$ cat config.mk
export PLATFORM = sky130hd
export DESIGN_NAME = instr_sequencer_flat
export DESIGN_NICKNAME = d
export VERILOG_FILES = /design/src/rtl/instr_sequencer_if.sv /design/src/rtl/instr_sequencer.sv /design/src/flat_wrapper.sv
export SDC_FILE = /design/constraint.sdc
export NUM_CORES = 1
export LEC_CHECK = 0
export ABC_AREA = 1
export CAP_MARGIN = 20
export CORE_UTILIZATION = 50
export CTS_CLUSTER_SIZE = 8
export DETAILED_ROUTE_END_ITERATION = 10
export HOLD_SLACK_MARGIN = 0.03
export PLACE_DENSITY_LB_ADDON = 0.08
export SETUP_SLACK_MARGIN = 0.05
export SYNTH_ARGS = -nofsm -noshare
export SYNTH_HDL_FRONTEND = slang
export SYNTH_SLANG_ARGS = --single-unit
$ cat constraint.sdc
create_clock -name clk -period 2.1 [get_ports clk]
set_input_delay 0.525 -clock clk [delete_from_list [all_inputs] [get_ports clk]]
set_output_delay 0.525 -clock clk [all_outputs]
set_load 0.02 [all_outputs]
$ cat src/rtl/instr_sequencer_if.sv
// Fetch/execute handshake bundle between instr_sequencer and memory/execute stage.
// IrqReq/IrqAck exist only when SEQ_IRQ_EN is defined.
interface instr_sequencer_if;
  logic        MemRdy;
  logic [15:0] MemData;
  logic        ExecDone;
  logic        MemRdReq;
  logic        PCinc;
  logic [15:0] IR;
  logic [15:0] SrcExt;
  logic [15:0] DstExt;
  logic        ExecStart;
  logic        Busy;
  logic        Fault;
  logic [2:0]  State;
`ifdef SEQ_IRQ_EN
  logic        IrqReq;
  logic        IrqAck;
`endif

  modport master (
    input  MemRdy, MemData, ExecDone,
`ifdef SEQ_IRQ_EN
    input  IrqReq,
    output IrqAck,
`endif
    output MemRdReq, PCinc, IR, SrcExt, DstExt, ExecStart, Busy, Fault, State
  );

  modport slave (
    output MemRdy, MemData, ExecDone,
`ifdef SEQ_IRQ_EN
    output IrqReq,
    input  IrqAck,
`endif
    input  MemRdReq, PCinc, IR, SrcExt, DstExt, ExecStart, Busy, Fault, State
  );
endinterface

$ cat src/rtl/instr_sequencer.sv
// MSP430 front-end: fetches instruction + extension words, launches execute, waits for done.
// Optional interrupt entry state compiled in with SEQ_IRQ_EN.
//
// state | meaning
// FETCH | read instruction word into IR
// SRCX  | read source extension word
// DSTX  | read destination extension word
// EXEC  | one-cycle execute-start pulse
// WAITX | hold registers until ExecDone
// HALT  | bus timeout, sticky until reset
// IRQ   | one-cycle interrupt acknowledge (SEQ_IRQ_EN only)
module instr_sequencer #(
  parameter int unsigned MAX_WAIT = 15
) (
  input  logic               clk,
  input  logic               rst,
  instr_sequencer_if.master  bus
);

  localparam logic [2:0] S_FETCH = 3'd0;
  localparam logic [2:0] S_SRCX  = 3'd1;
  localparam logic [2:0] S_DSTX  = 3'd2;
  localparam logic [2:0] S_EXEC  = 3'd3;
  localparam logic [2:0] S_WAITX = 3'd4;
  localparam logic [2:0] S_HALT  = 3'd5;
`ifdef SEQ_IRQ_EN
  localparam logic [2:0] S_IRQ   = 3'd6;
`endif
  localparam logic [7:0] WAIT_LIM = 8'(MAX_WAIT);

  logic [2:0]  state, state_nxt;
  logic [15:0] ir_q, src_q, dst_q;
  logic        dst_pend;
  logic        fault_q;
  logic [7:0]  wcnt;
  logic        mem_req, word_ok, waiting, timeout;
  logic        dec_src, dec_dst;

  function automatic logic ext_mode(input logic [1:0] as_mode, input logic [3:0] rg);
    return (as_mode == 2'b01 && rg != 4'd3) || (as_mode == 2'b11 && rg == 4'd0);
  endfunction

  always_comb begin
    dec_src = 1'b0;
    dec_dst = 1'b0;
    if (bus.MemData[15:12] >= 4'd4) begin
      dec_src = ext_mode(bus.MemData[5:4], bus.MemData[11:8]);
      dec_dst = bus.MemData[7];
    end else if (bus.MemData[15:12] == 4'd1 && bus.MemData != 16'h1300) begin
      dec_src = ext_mode(bus.MemData[5:4], bus.MemData[3:0]);
    end
  end

  // Strobes are masked during reset so a pending MemRdy has no visible effect.
  assign mem_req = !rst && (state == S_FETCH || state == S_SRCX || state == S_DSTX);
  assign word_ok = mem_req && bus.MemRdy;
  assign waiting = mem_req && !bus.MemRdy;
  assign timeout = waiting && (wcnt == WAIT_LIM - 8'd1);

  always_comb begin
    state_nxt = state;
    case (state)
      S_FETCH: if (word_ok) state_nxt = dec_src ? S_SRCX : (dec_dst ? S_DSTX : S_EXEC);
      S_SRCX:  if (word_ok) state_nxt = dst_pend ? S_DSTX : S_EXEC;
      S_DSTX:  if (word_ok) state_nxt = S_EXEC;
      S_EXEC:  state_nxt = S_WAITX;
`ifdef SEQ_IRQ_EN
      S_WAITX: if (bus.ExecDone) state_nxt = bus.IrqReq ? S_IRQ : S_FETCH;
      S_IRQ:   state_nxt = S_FETCH;
`else
      S_WAITX: if (bus.ExecDone) state_nxt = S_FETCH;
`endif
      S_HALT:  state_nxt = S_HALT;
      default: state_nxt = S_FETCH;
    endcase
    if (timeout) state_nxt = S_HALT;
  end

  always_ff @(posedge clk) begin
    if (rst) begin
      state    <= S_FETCH;
      ir_q     <= 16'h4303;
      src_q    <= 16'h0000;
      dst_q    <= 16'h0000;
      dst_pend <= 1'b0;
      fault_q  <= 1'b0;
      wcnt     <= 8'd0;
    end else begin
      state <= state_nxt;
      if (state_nxt != state || word_ok) wcnt <= 8'd0;
      else if (waiting)                  wcnt <= wcnt + 8'd1;
      if (timeout) fault_q <= 1'b1;
      if (word_ok) begin
        case (state)
          S_FETCH: begin
            ir_q     <= bus.MemData;
            dst_pend <= dec_dst;
          end
          S_SRCX:  src_q <= bus.MemData;
          S_DSTX:  dst_q <= bus.MemData;
          default: ;
        endcase
      end
    end
  end

  assign bus.MemRdReq  = mem_req;
  assign bus.PCinc     = word_ok;
  assign bus.ExecStart = !rst && state == S_EXEC;
  assign bus.Busy      = !rst && !(state == S_FETCH && !bus.MemRdy);
  assign bus.Fault     = fault_q;
  assign bus.State     = state;
  assign bus.IR        = ir_q;
  assign bus.SrcExt    = src_q;
  assign bus.DstExt    = dst_q;
`ifdef SEQ_IRQ_EN
  assign bus.IrqAck    = !rst && state == S_IRQ;
`endif

endmodule

$ cat src/flat_wrapper.sv
// flat-port wrapper written by rule: the top's interface ports become plain ports
module instr_sequencer_flat 
#(
  parameter int unsigned MAX_WAIT = 15
)
  (clk, rst, bus_MemRdy, bus_MemData, bus_ExecDone, bus_MemRdReq, bus_PCinc, bus_IR, bus_SrcExt, bus_DstExt, bus_ExecStart, bus_Busy, bus_Fault, bus_State);
  instr_sequencer_if bus_i ();
  input  logic clk;
  input  logic rst;
  input wire logic [$bits(bus_i.MemRdy)-1:0] bus_MemRdy;
  input wire logic [$bits(bus_i.MemData)-1:0] bus_MemData;
  input wire logic [$bits(bus_i.ExecDone)-1:0] bus_ExecDone;
  output wire logic [$bits(bus_i.MemRdReq)-1:0] bus_MemRdReq;
  output wire logic [$bits(bus_i.PCinc)-1:0] bus_PCinc;
  output wire logic [$bits(bus_i.IR)-1:0] bus_IR;
  output wire logic [$bits(bus_i.SrcExt)-1:0] bus_SrcExt;
  output wire logic [$bits(bus_i.DstExt)-1:0] bus_DstExt;
  output wire logic [$bits(bus_i.ExecStart)-1:0] bus_ExecStart;
  output wire logic [$bits(bus_i.Busy)-1:0] bus_Busy;
  output wire logic [$bits(bus_i.Fault)-1:0] bus_Fault;
  output wire logic [$bits(bus_i.State)-1:0] bus_State;
  assign bus_i.MemRdy = bus_MemRdy;
  assign bus_i.MemData = bus_MemData;
  assign bus_i.ExecDone = bus_ExecDone;
  assign bus_MemRdReq = bus_i.MemRdReq;
  assign bus_PCinc = bus_i.PCinc;
  assign bus_IR = bus_i.IR;
  assign bus_SrcExt = bus_i.SrcExt;
  assign bus_DstExt = bus_i.DstExt;
  assign bus_ExecStart = bus_i.ExecStart;
  assign bus_Busy = bus_i.Busy;
  assign bus_Fault = bus_i.Fault;
  assign bus_State = bus_i.State;
  instr_sequencer #(.MAX_WAIT(MAX_WAIT)) u_core (.clk(clk), .rst(rst), .bus(bus_i));
endmodule
After elaboration in Yosys (flattened, before gate mapping)
Cells that the tools add are included.
- add/sub/neg operators: 1
- equality and inequality tests: 13
- order comparisons: 1
- reductions and logical operators: 27
- mux-type cells: 12
- operators by type and width (kind ; count):
    3-bit 2-to-1 mux ; 6
    3-bit one-hot mux with 6 select lines ; 1
    16-bit by 13-bit != test with 1-bit output (second input constant) ; 1
    1-bit logical AND ; 12
    8-bit by 1-bit adder with 8-bit output (second input constant) ; 1
    8-bit by 4-bit equality test with 1-bit output (second input constant) ; 1
    4-bit zero test ; 2
    4-bit by 2-bit != test with 1-bit output (second input constant) ; 2
    3-bit by 2-bit equality test with 1-bit output (second input constant) ; 2
    3-bit equality test (second input constant) ; 2
    2-bit AND reduction ; 3
    1-bit logical OR ; 5
    1-bit 2-to-1 mux ; 5
    4-bit by 1-bit equality test with 1-bit output (second input constant) ; 1
    4-bit by 3-bit greater-or-equal comparator with 1-bit output (second input constant) ; 1
    3-bit by 1-bit equality test with 1-bit output (second input constant) ; 1
    1-bit zero test ; 3
    3-bit zero test ; 1
    3-bit != test ; 1
    2-bit by 1-bit equality test with 1-bit output (second input constant) ; 1
    2-bit equality test (second input constant) ; 1
    2-bit OR reduction ; 1
- output and inout bits: 56
- register bits: 61

Logic depth before layout (Yosys ltp)
- word-level depth: 12
- mapped depth: 11
- mapped depth without buffers: 11

Least setup slack after synthesis
OpenSTA, ideal clock, no wires.
- kind: input-to-output
- from: input rst
- to: output bus_Busy
- arrival time: 1.168 ns
- data required time: 1.575 ns
- stages on the path: 4
- path buffers: 1
- path slack: 0.407 ns
- cell sequence: inv_1 clkbuf_1 o21ai_0 inv_1
- word-level cells in the longest chain between the ends: 2
- RTL lines (element ; RTL line ; RTL):
    start, declared ; flat_wrapper.sv:9 ; input logic rst;
    1-bit zero test ; instr_sequencer.sv:110 ; assign bus.Busy = !rst && !(state == S_FETCH && !bus.MemRdy);
    1-bit logical AND ; instr_sequencer.sv:110 ;
    end, declared ; flat_wrapper.sv:19 ; output wire logic [$bits(bus_i.Busy)-1:0] bus_Busy;
Every way passes these cells.

Worst setup path in the final report
- from: register u_core.state[0], in the netlist u_core.bus.State[0]
- to: output bus_Busy
- word-level cells in the longest chain between the ends: 4
- RTL lines (element ; RTL line ; RTL):
    start, declared ; instr_sequencer.sv:31 ; logic [2:0] state, state_nxt;
    start signal, assigned ; instr_sequencer.sv:89 ; state <= state_nxt;
    3-bit zero test ; instr_sequencer.sv:110 ;
    1-bit logical AND ; instr_sequencer.sv:110 ;
    1-bit zero test ; instr_sequencer.sv:110 ;
    1-bit logical AND ; instr_sequencer.sv:110 ;
Every way passes these cells.

==> flow_metrics.tcl <==
set metrics [dict create \
    fin_crit_sh_pct 92.0 \
    ant_nets 0 \
    grt_max_degree 52 \
    synth_common_cells "nor2_1, dfxtp_1, nand2_1, o21ai_0, inv_1" \
    tightest_slew_ps 423 \
    floorplan.initialDensity_pct 53.0 \
    dieArea_sq_um 5430 \
    path_buf_inv 3 \
    grt_pass1_vias 2221 \
    io_pins 76 \
    slew_headroom_pct 71.8 \
    crit_chain "inv_1 -> nand3_1 -> o21ai_1 -> inv_1 -> clkdlybuf4s15_1" \
    drive_gt1_share_pct 11.9 \
    endpoint_kind "output pin" \
    rows 25 \
    path_common_cell "inv_1" \
    hpwlAfterDp_um 4650 \
    cp_slowest_cell "dfxtp_1" \
    synth_top_family_by_area "simple AND/OR/NAND/NOR gates" \
    nFillCells 382 \
    synth_seq_area_share_pct 47.5 \
    dieHeight_um 73.7 \
    cts_tree "done" \
    fmax_ghz 0.518 \
    dr.pass1.iters 4 \
    synth_compound_area_share_pct 12.9 \
    r2r_slack_ps 610 \
    clock-root-buffer "clkbuf_8" \
    holdPathStages 2 \
    finalWirelength_um 6660 \
    netlist_instances 336 \
    die_w_um 73.7 \
    num-nets-final 447 \
    post_synth_and_or_nand_nor_area_fraction_pct 28.7 \
    slowest_delay_ps 350 \
    cts_inserted_buffers 9 \
    rr_endpoint "u_core.bus.DstExt[2]" \
    status "completed" \
    core_sq_um 4850 \
    grt_pass1_wl_um 10700 \
    synth_area_sq_um 2570 \
    critPathLaunchType "register" \
    rsz0062_at_grt "false" \
    crit_type "register to output pin" \
    diodes 0 \
    hold_end "u_core.dst_pend" \
    htree_levels 3 \
    reg2reg_depth 8 \
    yosysTopAreaCell "dfxtp_1" \
    clk_pin_slew_ps 70 \
    vias_per_cell 4.97 \
    route.detailed.drc 0 \
    synth_area_leaders "dfxtp_1, nor2_1, o21ai_0, nand2_1, inv_1" \
    clock_sinks 61 \
    synth-main-ff-cell "dfxtp_1" \
    antenna_found_initial 0 \
    clockBufferDepth 2 \
    synth.distinct_cells 34 \
    wl_per_cell_um 13.4 \
    io_buffers 75 \
    dr.first_iter.drc_count 96 \
    cp_top_family "buffers and inverters" \
    synth_nets 358 \
    finalNonFillerCells 497 \
    min_from "u_core.dst_pend" \
    synth-seq-cells 61 \
    gp_congestion 0.815 \
    synth_edf_count 0 \
    critPathMaxFanout 5 \
    hp-class "register to register" \
    maxCapViolCount 0 \
    p_leak_nw 1.57 \
    yosysMostFrequentCell "nor2_1" \
    r2r-start "u_core.bus.State[0]" \
    peakVddDrop_mv 0.744 \
    syn_avg_cell_area_sq_um 7.65 \
    clk_latency_ps 340 \
    track_usage_pct 26.4 \
    period_needed_ps 1930 \
    finalSetupViolCount 0 \
    skew_ps 11.9 \
    hold_buffers 0 \
    vias 2469 \
    ys_async_sr_fraction_pct 0 \
    synth_top_area_share_pct 47.5 \
    synth_xor_area_share_pct 1.70 \
    synth_mux_area_share_pct 0.389 \
    whs_ps 452 \
    hold_violations 0 \
    post_cts_buffers 0 \
    critPathRequiredTime_ps 1570 \
    synth_fa_ha_area_share_pct 0.974 \
    fin_setup_tns_ps 0 \
    crit_path_start "u_core.bus.State[0]" \
    area_delta_synth_final_pct 42.6 \
    slew_violations 0 \
    grt-ovfl-total 0 \
    synth_warnings 0 \
    post-place-cells 481 \
    powerDensity_nw_per_um2 805 \
    cp.arrival_ps 1410 \
]
## registers in the layout (all words and copies together), names as in the netlist
signal,cells
u_core.bus.SrcExt,16
u_core.bus.IR,16
u_core.bus.DstExt,16
u_core.bus.Fault,1
u_core.dst_pend,1
u_core.bus.State,3
u_core.wcnt,8
## how the worst max path moves through the flow
stage                                to  slack (ps)  cells after the start
after floorplan                bus_Busy         410                      4
after global placement        bus_PCinc        -320                      5
after detailed placement      bus_PCinc        -360                      5
after CTS                      bus_Busy         100                      5
after global routing      bus_ExecStart          60                      5
final                          bus_Busy         170                      5
## layout by cell type (no fill, tap or decap), types with 2 or more instances in the layout
master           synthesis  layout
clkbuf_1                 4       2
nor2_4                   4       4
nor2_1                  78      78
inv_2                    3       3
o21ai_0                 43      42
nand2_1                 48      48
dfxtp_2                  0       2
xor2_1                   4       4
clkdlybuf4s50_1          0      69
clkbuf_8                 0      11
nand3_4                  2       2
nand3_1                 14      14
buf_4                    3      17
clkdlybuf4s15_1          0       2
dlygate4sd2_1            0       4
ha_1                     2       2
a21oi_1                 18      18
inv_1                   25      25
bufinv_16                0       2
dfxtp_1                 61      59
o21ai_1                  5       6
## where the power goes
part           leakage [nW]  internal (mW)  switching (mW)
Combinational         0.966          0.225           0.283
Sequential            0.497           1.22          0.0382
Clock                 0.110          0.734           0.446
## layout make-up
cell class | count | area [sq um] | area share, %
Multi-Input combinational cell | 232 | 1150 | 31.3
Sequential cell | 61 | 1220 | 33.4
Tap cell | 67 | 83.8 | 2.29
Clock buffer | 13 | 159 | 4.33
Inverter | 29 | 111 | 3.04
Clock inverter | 3 | 67.6 | 1.84
Timing Repair Buffer | 92 | 873 | 23.8
## tightest hold or removal path, cell delays in order (launching register included)
cell and delay (ps):
dfxtp_1 300, inv_1 60, a21oi_1 50
## kinds of logic (layout without fill, tap and decap cells)
logic type	count (synthesis)	after routing
mux	1	1
simple gates	158	158
xor+xnor	5	5
compound gates	66	66
flops	61	61
buf+inv	43	137
fa+ha+maj	2	2
## layer usage
layer | GRT usage, % | share of wire, %
met1 | 30.3 | 41
met2 | 44.5 | 50
met3 | 7.82 | 7.2
met4 | 13.0 | 2.1
met5 | 0 | 0
## through the flow
stage	utilization (%)	total power, mW	instance area, sq um	setup WS (ps)
after floorplan	-	1.55	2570	407
after global placement	71.0	1.78	3440	-316
after detailed placement	71.0	1.79	3440	-359
after CTS	75.6	2.97	3660	100
after global routing	75.6	3.06	3670	59.0
final	75.6	2.95	3670	168
## repair_timing
action                     CTS  global route
setup endpoints to repair    4             1
pin swaps                    1             1
gates resized for setup      9             2
No activity file was read; power rests on OpenSTA's default activity.
